[src/rtl/if_stage_pkg.sv]
// Shared types and defaults for the instruction fetch stage.
package if_stage_pkg;

    localparam int          IF_WIDTH    = 32;
    localparam logic [31:0] IF_RESET_PC = 32'h0000_0000;
    localparam int          IF_PC_INC   = 4;

    // FETCH: request in flight at pc. HOLD: instruction parked while the
    // hazard unit stalls. DRAIN: request must complete but its data is dropped.
    typedef enum logic [1:0] {
        IF_FETCH = 2'd0,
        IF_HOLD  = 2'd1,
        IF_DRAIN = 2'd2
    } if_state_e;

    // Only HOLD leaves the memory port idle.
    function automatic logic issues_request(if_state_e s);
        return s != IF_HOLD;
    endfunction

endpackage

[src/rtl/if_stage_if.sv]
// Signal bundle between the fetch stage and its environment.
//
// Memory handshake: imem_req/imem_addr are driven by the fetch stage; the
// transfer completes in any cycle where imem_req=1 and imem_ready=1, and
// imem_rdata is valid in that same cycle. Once raised, imem_req stays high
// and imem_addr stays stable until imem_ready (except across reset, which
// abandons the request). The memory should not assert imem_ready while
// imem_req=0.
interface if_stage_if #(parameter int WIDTH = 32);

    logic             stall_fetch;
    logic             redirect_en;
    logic [WIDTH-1:0] redirect_pc;

    logic             imem_req;
    logic [WIDTH-1:0] imem_addr;
    logic             imem_ready;
    logic [WIDTH-1:0] imem_rdata;

    logic [WIDTH-1:0] instr_fetch;
    logic [WIDTH-1:0] pc_fetch;
    logic             fetch_valid;

    // Current FSM state, exposed for observation.
    logic [1:0]       dbg_state;

    // Fetch stage side.
    modport slave (
        input  stall_fetch, redirect_en, redirect_pc,
        input  imem_ready, imem_rdata,
        output imem_req, imem_addr,
        output instr_fetch, pc_fetch, fetch_valid,
        output dbg_state
    );

    // Pipeline control / memory side.
    modport master (
        output stall_fetch, redirect_en, redirect_pc,
        output imem_ready, imem_rdata,
        input  imem_req, imem_addr,
        input  instr_fetch, pc_fetch, fetch_valid,
        input  dbg_state
    );

endinterface

[src/rtl/if_stage.sv]
// MIPS fetch stage: owns the PC, issues instruction-memory requests with
// variable wait states, honours hazard stalls and EX-stage redirects, and
// presents a NOP to IF/ID whenever no real instruction is available.
module if_stage
    import if_stage_pkg::*;
#(
    parameter int               WIDTH    = IF_WIDTH,
    parameter logic [WIDTH-1:0] RESET_PC = IF_RESET_PC[WIDTH-1:0],
    parameter int               PC_INC   = IF_PC_INC
) (
    input  logic        clk,
    input  logic        rst,
    if_stage_if.slave   bus
);

    if_state_e        state_q, state_d;
    logic [WIDTH-1:0] pc_q, pc_d;
    logic [WIDTH-1:0] tgt_q, tgt_d;
    logic [WIDTH-1:0] ibuf_q, ibuf_d;

    logic             imem_req;
    logic [WIDTH-1:0] imem_addr;
    logic             fetch_valid;
    logic [WIDTH-1:0] instr_fetch;
    logic [WIDTH-1:0] pc_fetch;

    // Every value loaded into pc is word aligned.
    function automatic logic [WIDTH-1:0] word_align(input logic [WIDTH-1:0] a);
        return {a[WIDTH-1:2], 2'b00};
    endfunction

    // Next-state logic; redirects take priority over stalls everywhere.
    always_comb begin
        state_d = state_q;
        pc_d    = pc_q;
        tgt_d   = tgt_q;
        ibuf_d  = ibuf_q;
        case (state_q)
            IF_FETCH: begin
                if (bus.redirect_en && bus.imem_ready) begin
                    // Response arrives with the redirect: drop it.
                    pc_d = word_align(bus.redirect_pc);
                end else if (bus.redirect_en) begin
                    // Request still pending; it must finish at the old address.
                    tgt_d   = bus.redirect_pc;
                    state_d = IF_DRAIN;
                end else if (bus.imem_ready && !bus.stall_fetch) begin
                    pc_d = word_align(pc_q + WIDTH'(PC_INC));
                end else if (bus.imem_ready) begin
                    ibuf_d  = bus.imem_rdata;
                    state_d = IF_HOLD;
                end
            end
            IF_HOLD: begin
                if (bus.redirect_en) begin
                    pc_d    = word_align(bus.redirect_pc);
                    state_d = IF_FETCH;
                end else if (!bus.stall_fetch) begin
                    pc_d    = word_align(pc_q + WIDTH'(PC_INC));
                    state_d = IF_FETCH;
                end
            end
            IF_DRAIN: begin
                // The most recent redirect is the one that counts.
                if (bus.redirect_en) begin
                    tgt_d = bus.redirect_pc;
                end
                if (bus.imem_ready) begin
                    pc_d    = word_align(bus.redirect_en ? bus.redirect_pc : tgt_q);
                    state_d = IF_FETCH;
                end
            end
            default: begin
                state_d = IF_FETCH;
            end
        endcase
    end

    // State registers with synchronous active-low reset.
    always_ff @(posedge clk) begin
        if (!rst) begin
            state_q <= IF_FETCH;
            pc_q    <= word_align(RESET_PC);
            tgt_q   <= '0;
            ibuf_q  <= '0;
        end else begin
            state_q <= state_d;
            pc_q    <= pc_d;
            tgt_q   <= tgt_d;
            ibuf_q  <= ibuf_d;
        end
    end

    // Outputs: zero-latency pass-through of memory data in FETCH, parked
    // instruction in HOLD, bubble otherwise.
    always_comb begin
        imem_req    = issues_request(state_q);
        imem_addr   = pc_q;
        fetch_valid = 1'b0;
        instr_fetch = '0;
        pc_fetch    = pc_q;
        case (state_q)
            IF_FETCH: begin
                if (bus.imem_ready && !bus.redirect_en) begin
                    fetch_valid = 1'b1;
                    instr_fetch = bus.imem_rdata;
                end
            end
            IF_HOLD: begin
                fetch_valid = 1'b1;
                instr_fetch = ibuf_q;
            end
            default: begin
                fetch_valid = 1'b0;
            end
        endcase
    end

    assign bus.imem_req    = imem_req;
    assign bus.imem_addr   = imem_addr;
    assign bus.fetch_valid = fetch_valid;
    assign bus.instr_fetch = instr_fetch;
    assign bus.pc_fetch    = pc_fetch;
    assign bus.dbg_state   = state_q;

endmodule
[src/flat_wrapper.sv]
// flat-port wrapper written by rule: the top's interface ports become plain ports
module if_stage_flat import if_stage_pkg::*;
#(
    parameter int               WIDTH    = IF_WIDTH,
    parameter logic [WIDTH-1:0] RESET_PC = IF_RESET_PC[WIDTH-1:0],
    parameter int               PC_INC   = IF_PC_INC
)
  (clk, rst, bus_stall_fetch, bus_redirect_en, bus_redirect_pc, bus_imem_ready, bus_imem_rdata, bus_imem_req, bus_imem_addr, bus_instr_fetch, bus_pc_fetch, bus_fetch_valid, bus_dbg_state);
  if_stage_if #(.WIDTH(WIDTH)) bus_i ();
  input  logic clk;
  input  logic rst;
  input wire logic [$bits(bus_i.stall_fetch)-1:0] bus_stall_fetch;
  input wire logic [$bits(bus_i.redirect_en)-1:0] bus_redirect_en;
  input wire logic [$bits(bus_i.redirect_pc)-1:0] bus_redirect_pc;
  input wire logic [$bits(bus_i.imem_ready)-1:0] bus_imem_ready;
  input wire logic [$bits(bus_i.imem_rdata)-1:0] bus_imem_rdata;
  output wire logic [$bits(bus_i.imem_req)-1:0] bus_imem_req;
  output wire logic [$bits(bus_i.imem_addr)-1:0] bus_imem_addr;
  output wire logic [$bits(bus_i.instr_fetch)-1:0] bus_instr_fetch;
  output wire logic [$bits(bus_i.pc_fetch)-1:0] bus_pc_fetch;
  output wire logic [$bits(bus_i.fetch_valid)-1:0] bus_fetch_valid;
  output wire logic [$bits(bus_i.dbg_state)-1:0] bus_dbg_state;
  assign bus_i.stall_fetch = bus_stall_fetch;
  assign bus_i.redirect_en = bus_redirect_en;
  assign bus_i.redirect_pc = bus_redirect_pc;
  assign bus_i.imem_ready = bus_imem_ready;
  assign bus_i.imem_rdata = bus_imem_rdata;
  assign bus_imem_req = bus_i.imem_req;
  assign bus_imem_addr = bus_i.imem_addr;
  assign bus_instr_fetch = bus_i.instr_fetch;
  assign bus_pc_fetch = bus_i.pc_fetch;
  assign bus_fetch_valid = bus_i.fetch_valid;
  assign bus_dbg_state = bus_i.dbg_state;
  if_stage #(.WIDTH(WIDTH), .RESET_PC(RESET_PC), .PC_INC(PC_INC)) u_core (.clk(clk), .rst(rst), .bus(bus_i));
endmodule
[config.mk]
export PLATFORM = sky130hd
export DESIGN_NAME = if_stage_flat
export DESIGN_NICKNAME = d
export VERILOG_FILES = /design/src/rtl/if_stage_pkg.sv /design/src/rtl/if_stage_if.sv /design/src/rtl/if_stage.sv /design/src/flat_wrapper.sv
export SDC_FILE = /design/constraint.sdc
export NUM_CORES = 1
export LEC_CHECK = 0
export ABC_CLOCK_PERIOD_IN_PS = 2650
export BUFFER_PORTS_ARGS = -buffer_cell sky130_fd_sc_hd__buf_2
export CORE_MARGIN = 10
export CORE_UTILIZATION = 39
export CTS_BUF_LIST = sky130_fd_sc_hd__clkbuf_2
export DETAILED_ROUTE_END_ITERATION = 10
export PLACE_DENSITY = 0.75
export SLEW_MARGIN = 10
export SYNTH_ARGS = -nofsm -noshare
export SYNTH_HDL_FRONTEND = slang
export SYNTH_SLANG_ARGS = --single-unit
[constraint.sdc]
create_clock -name clk -period 2.65 [get_ports clk]
set_input_delay 0.53 -clock clk [delete_from_list [all_inputs] [get_ports clk]]
set_output_delay 0.53 -clock clk [all_outputs]
set_load 0.02 [all_outputs]
==> results by group <==
Synthesis
  – EDFF count, synth: 0
  – Library cells used by synthesis: 83
  – Synthesized flop and latch total: 94
  – Synth async-reset ratio: 0
  – Syn Area/Cell: 7.77 sq um
  – Mapped cell area: 0.00604 sq mm
  – Post-synth top area cell: dfxtp_1
  – Seq/Total Area, Yosys: 0.311
  – Yosys top cell area share: 0.311
  – Synth area leaders: dfxtp_1, nand2_1, mux2i_1
  – Yosys warnings: 0
  – Commonest register cell after synthesis: dfxtp_1
  – Synthesized instance count: 778

STA
  – Final setup fails: 0
  – Slew Limit Headroom: 0.469
  – Measured slew at the worst slew-check pin: 0.797 ns
  – Maximum clock rate: 393 MHz
  – Final hold slack: 0.108 ns
  – Final hold viol count: 0
  – Final worst path period need: 2.54 ns
  – Max-slew violations: 0
  – Worst Setup Slack, final: 0.107 ns
  – Fin Clk Skew: 0.0327 ns
  – Fin crit share: 0.960
  – RSZ-0062 raised after global routing: yes

Route
  – Vias per cell: 5.89
  – 1st-iter DRT viols: 582
  – DR pass1 iterations: 6
  – Via count: 6,435
  – DRT antenna net count: 0
  – Routed WL: 20,700 um
  – DRC: 0
  – Wire per inst: 19.0 um

Floorplan
  – Starting Density: 0.397
  – Die height: 144 um
  – Core area: 0.0152 sq mm
  – Rows: 45
  – Die area: 0.0209 sq mm
  – Chip width: 144 um
  – I/O pin cnt: 169

Finish
  – Area Growth Syn to Fin: 17.6%
  – Share of layout cells above drive strength 1: 0.276
  – Design Area, Final: 0.00711 sq mm
  – Post-layout net count: 970

Setup path
  – Max stage delay on crit path: 0.41 ns
  – Crit path depth: 7
  – Critical Path Sink: bus_instr_fetch[4]
  – R2R cell count: 9
  – Worst setup startpoint: u_core.bus.dbg_state[1]$_SDFFE_PN0P_
  – Reg-to-reg setup timing slack: 0.16 ns
  – Req. time, crit path: 2.12 ns
  – Cell class contributing the biggest share of worst-path delay: buffers and inverters
  – Bufs and invs on worst path: 3
  – CP endpoint kind: output pin
  – Critical Path Fanout Max: 16
  – WS Path Type: flip-flop to output pin
  – R2R Path End: u_core.bus.imem_addr[10]$_SDFFE_PN0P_
  – Crit-path cells: inv_2 > ha_4 > nand2_4 > nor2_4 > bufbuf_16 > a22o_1 > buf_2
  – Startpoint types: flip-flop
  – Slowest CP cell: dfxtp_4
  – Worst reg2reg path startpoint: u_core.bus.dbg_state[1]$_SDFFE_PN0P_
  – Critical path data arrival time: 2.01 ns

Placement
  – RD Place Congestion: 0.920
  – Setup WS pre-CTS: 0.264 ns
  – Area after DPL: 0.00683 sq mm
  – # port buffers: 162
  – Detailed placement HPWL: 14,600 um

Clock network
  – Cts bufs inserted: 9
  – H-tree depth: 3
  – Worst-skew pair later-pin latency: 0.62 ns
  – TritonCTS clock tree: done
  – CTS root buf: clkbuf_2
  – Clock slew at reported path FFs: 0.29 ns
  – Hold_buf cts: 0
  – CTS Sinks: 94
  – Longest Clk Path Bufs: 2

Outcome
  – Status: finished clean

GRT
  – GRT Overall Usage: 0.190
  – Vias in the first global route: 6,031
  – Remaining global-route overflow: 0
  – First-pass GRT wire length: 32,000 um
  – Largest net degree at the start of global routing: 69
  – Initial antenna violation count: 5

Power and ir drop
  – Pwr Density: 483 mW/mm^2
  – P_leak: 3.04 nW
  – Max VDD drop: 0.000288 V

Min path
  – Worst Hold Class: primary input to flip-flop

Job
  – Maxcap violations: 0
==> layout by cell type (no fill, tap or decap), types with 13 or more instances in the layout <==
cell,n
dfxtp_1,92
inv_1,16
buf_4,51
mux2i_1,33
nor2_1,65
nor3_1,13
nand3_1,16
nand4_1,13
a21oi_1,60
buf_2,146
nand2_1,115
o21ai_0,34
a22o_1,37
a221oi_1,16
==> worst register-to-register path, stage by stage, from the launching register on <==
cell       delay (ns)
dfxtp_4          0.41
buf_4            0.13
buf_4            0.14
ha_1             0.25
buf_4            0.20
o21ba_2          0.24
a2111oi_4        0.42
buf_4            0.27
o21ai_1          0.09
o32ai_1          0.28
==> sequential cells by signal, indices dropped and copies added (netlist names) <==
register              count
u_core.tgt_q             30
u_core.bus.dbg_state      2
u_core.bus.imem_addr     30
u_core.ibuf_q            32
==> cells by family (layout without fill, tap and decap cells) <==
group                    count (synthesis)  in the layout  share of synthesized area
other                                    1              7                   0.000621
adder cells (fa/ha/maj)                  5              5                     0.0104
buffers and inverters                  119            239                      0.104
AO/OA/AOI/OAI                          243            243                      0.290
multiplexers                            34             34                     0.0565
XOR/XNOR                                 6              6                    0.00870
AND/OR/NAND/NOR                        276            276                      0.218
flip-flops                              94             94                      0.311
==> metal layers <==
metal  GRT usage  wire length, um  up-vias  part of all wire
met5           0               13        -           0.00063
met4      0.0495              322        2             0.016
met3      0.0692             2580       34              0.12
met2       0.305             9580      340              0.46
met1       0.235             8230     2994              0.40
li1            -                -     3065                 -
==> synthesized netlist by cell type (all sizes together), types with 6 or more instances <==
cell type and count:
mux2i 33, nand2 118, a21oi 61, o211ai 7
nor2 67, nand4 15, nor4 11, a22o 37
a221oi 16, a31oi 8, o221ai 6, buf 65
and4 6, clkbuf 33, nand3 17, inv 19
nor3 13, a211oi 8, o21ai 36, dfxtp 94
o31ai 10
==> stage by stage <==
step / TNS (ns) / total power [mW] / instances / utilization
CTS: 0 / 3.42 / 1088 / 0.463
detailed placement: 0 / 2.73 / 1066 / 0.449
floorplan: 0 / 2.40 / 781 / -
global route: -0.00666 / 3.61 / 1091 / 0.467
global placement: 0 / 2.71 / 1066 / 0.449
finish: 0 / 3.43 / 1092 / 0.467
==> report_power, final <==
group          leakage, nW  internal (mW)  switching (mW)
Combinational         2.23          0.434           0.688
Clock               0.0500          0.123           0.555
Sequential           0.768           1.51           0.120
Total                 3.04           2.07            1.36
==> worst min-delay path by stage <==
| stage | end | cells past startpoint | slack (ns) | start |
|---|---|---|---|---|
| CTS | u_core.ibuf_q[20]$_SDFFE_PN0P_ | 3 | 0.07 | bus_imem_rdata[20] |
| global route | u_core.ibuf_q[4]$_SDFFE_PN0P_ | 3 | 0.06 | bus_imem_rdata[4] |
| global placement | u_core.ibuf_q[23]$_SDFFE_PN0P_ | 2 | 0.44 | u_core.ibuf_q[23]$_SDFFE_PN0P_ |
| floorplan | u_core.ibuf_q[0]$_SDFFE_PN0P_ | 2 | 0.44 | u_core.ibuf_q[0]$_SDFFE_PN0P_ |
| detailed placement | u_core.ibuf_q[0]$_SDFFE_PN0P_ | 2 | 0.45 | u_core.ibuf_q[0]$_SDFFE_PN0P_ |
| finish | u_core.ibuf_q[20]$_SDFFE_PN0P_ | 3 | 0.11 | bus_imem_rdata[20] |
==> what timing repair did <==
action	CTS	global route
gates cloned	1	0
resized for setup	13	20
buffers inserted	5	1
endpoints found under the setup margin	33	32
pin swaps	2	2
==> final cells by class <==
| cell class | count | area [sq um] |
|---|---|---|
| Inverter | 21 | 78.8 |
| Clock buffer | 9 | 45.0 |
| Timing Repair Buffer | 202 | 1220 |
| Sequential cell | 94 | 1890 |
| Clock inverter | 7 | 47.5 |
| Fill cell | 1506 | 8100 |
| Antenna cell | 3 | 7.51 |
| Multi-Input combinational cell | 568 | 3590 |
| Tap cell | 188 | 235 |
Note: power is estimated with default switching activity, not from simulation.
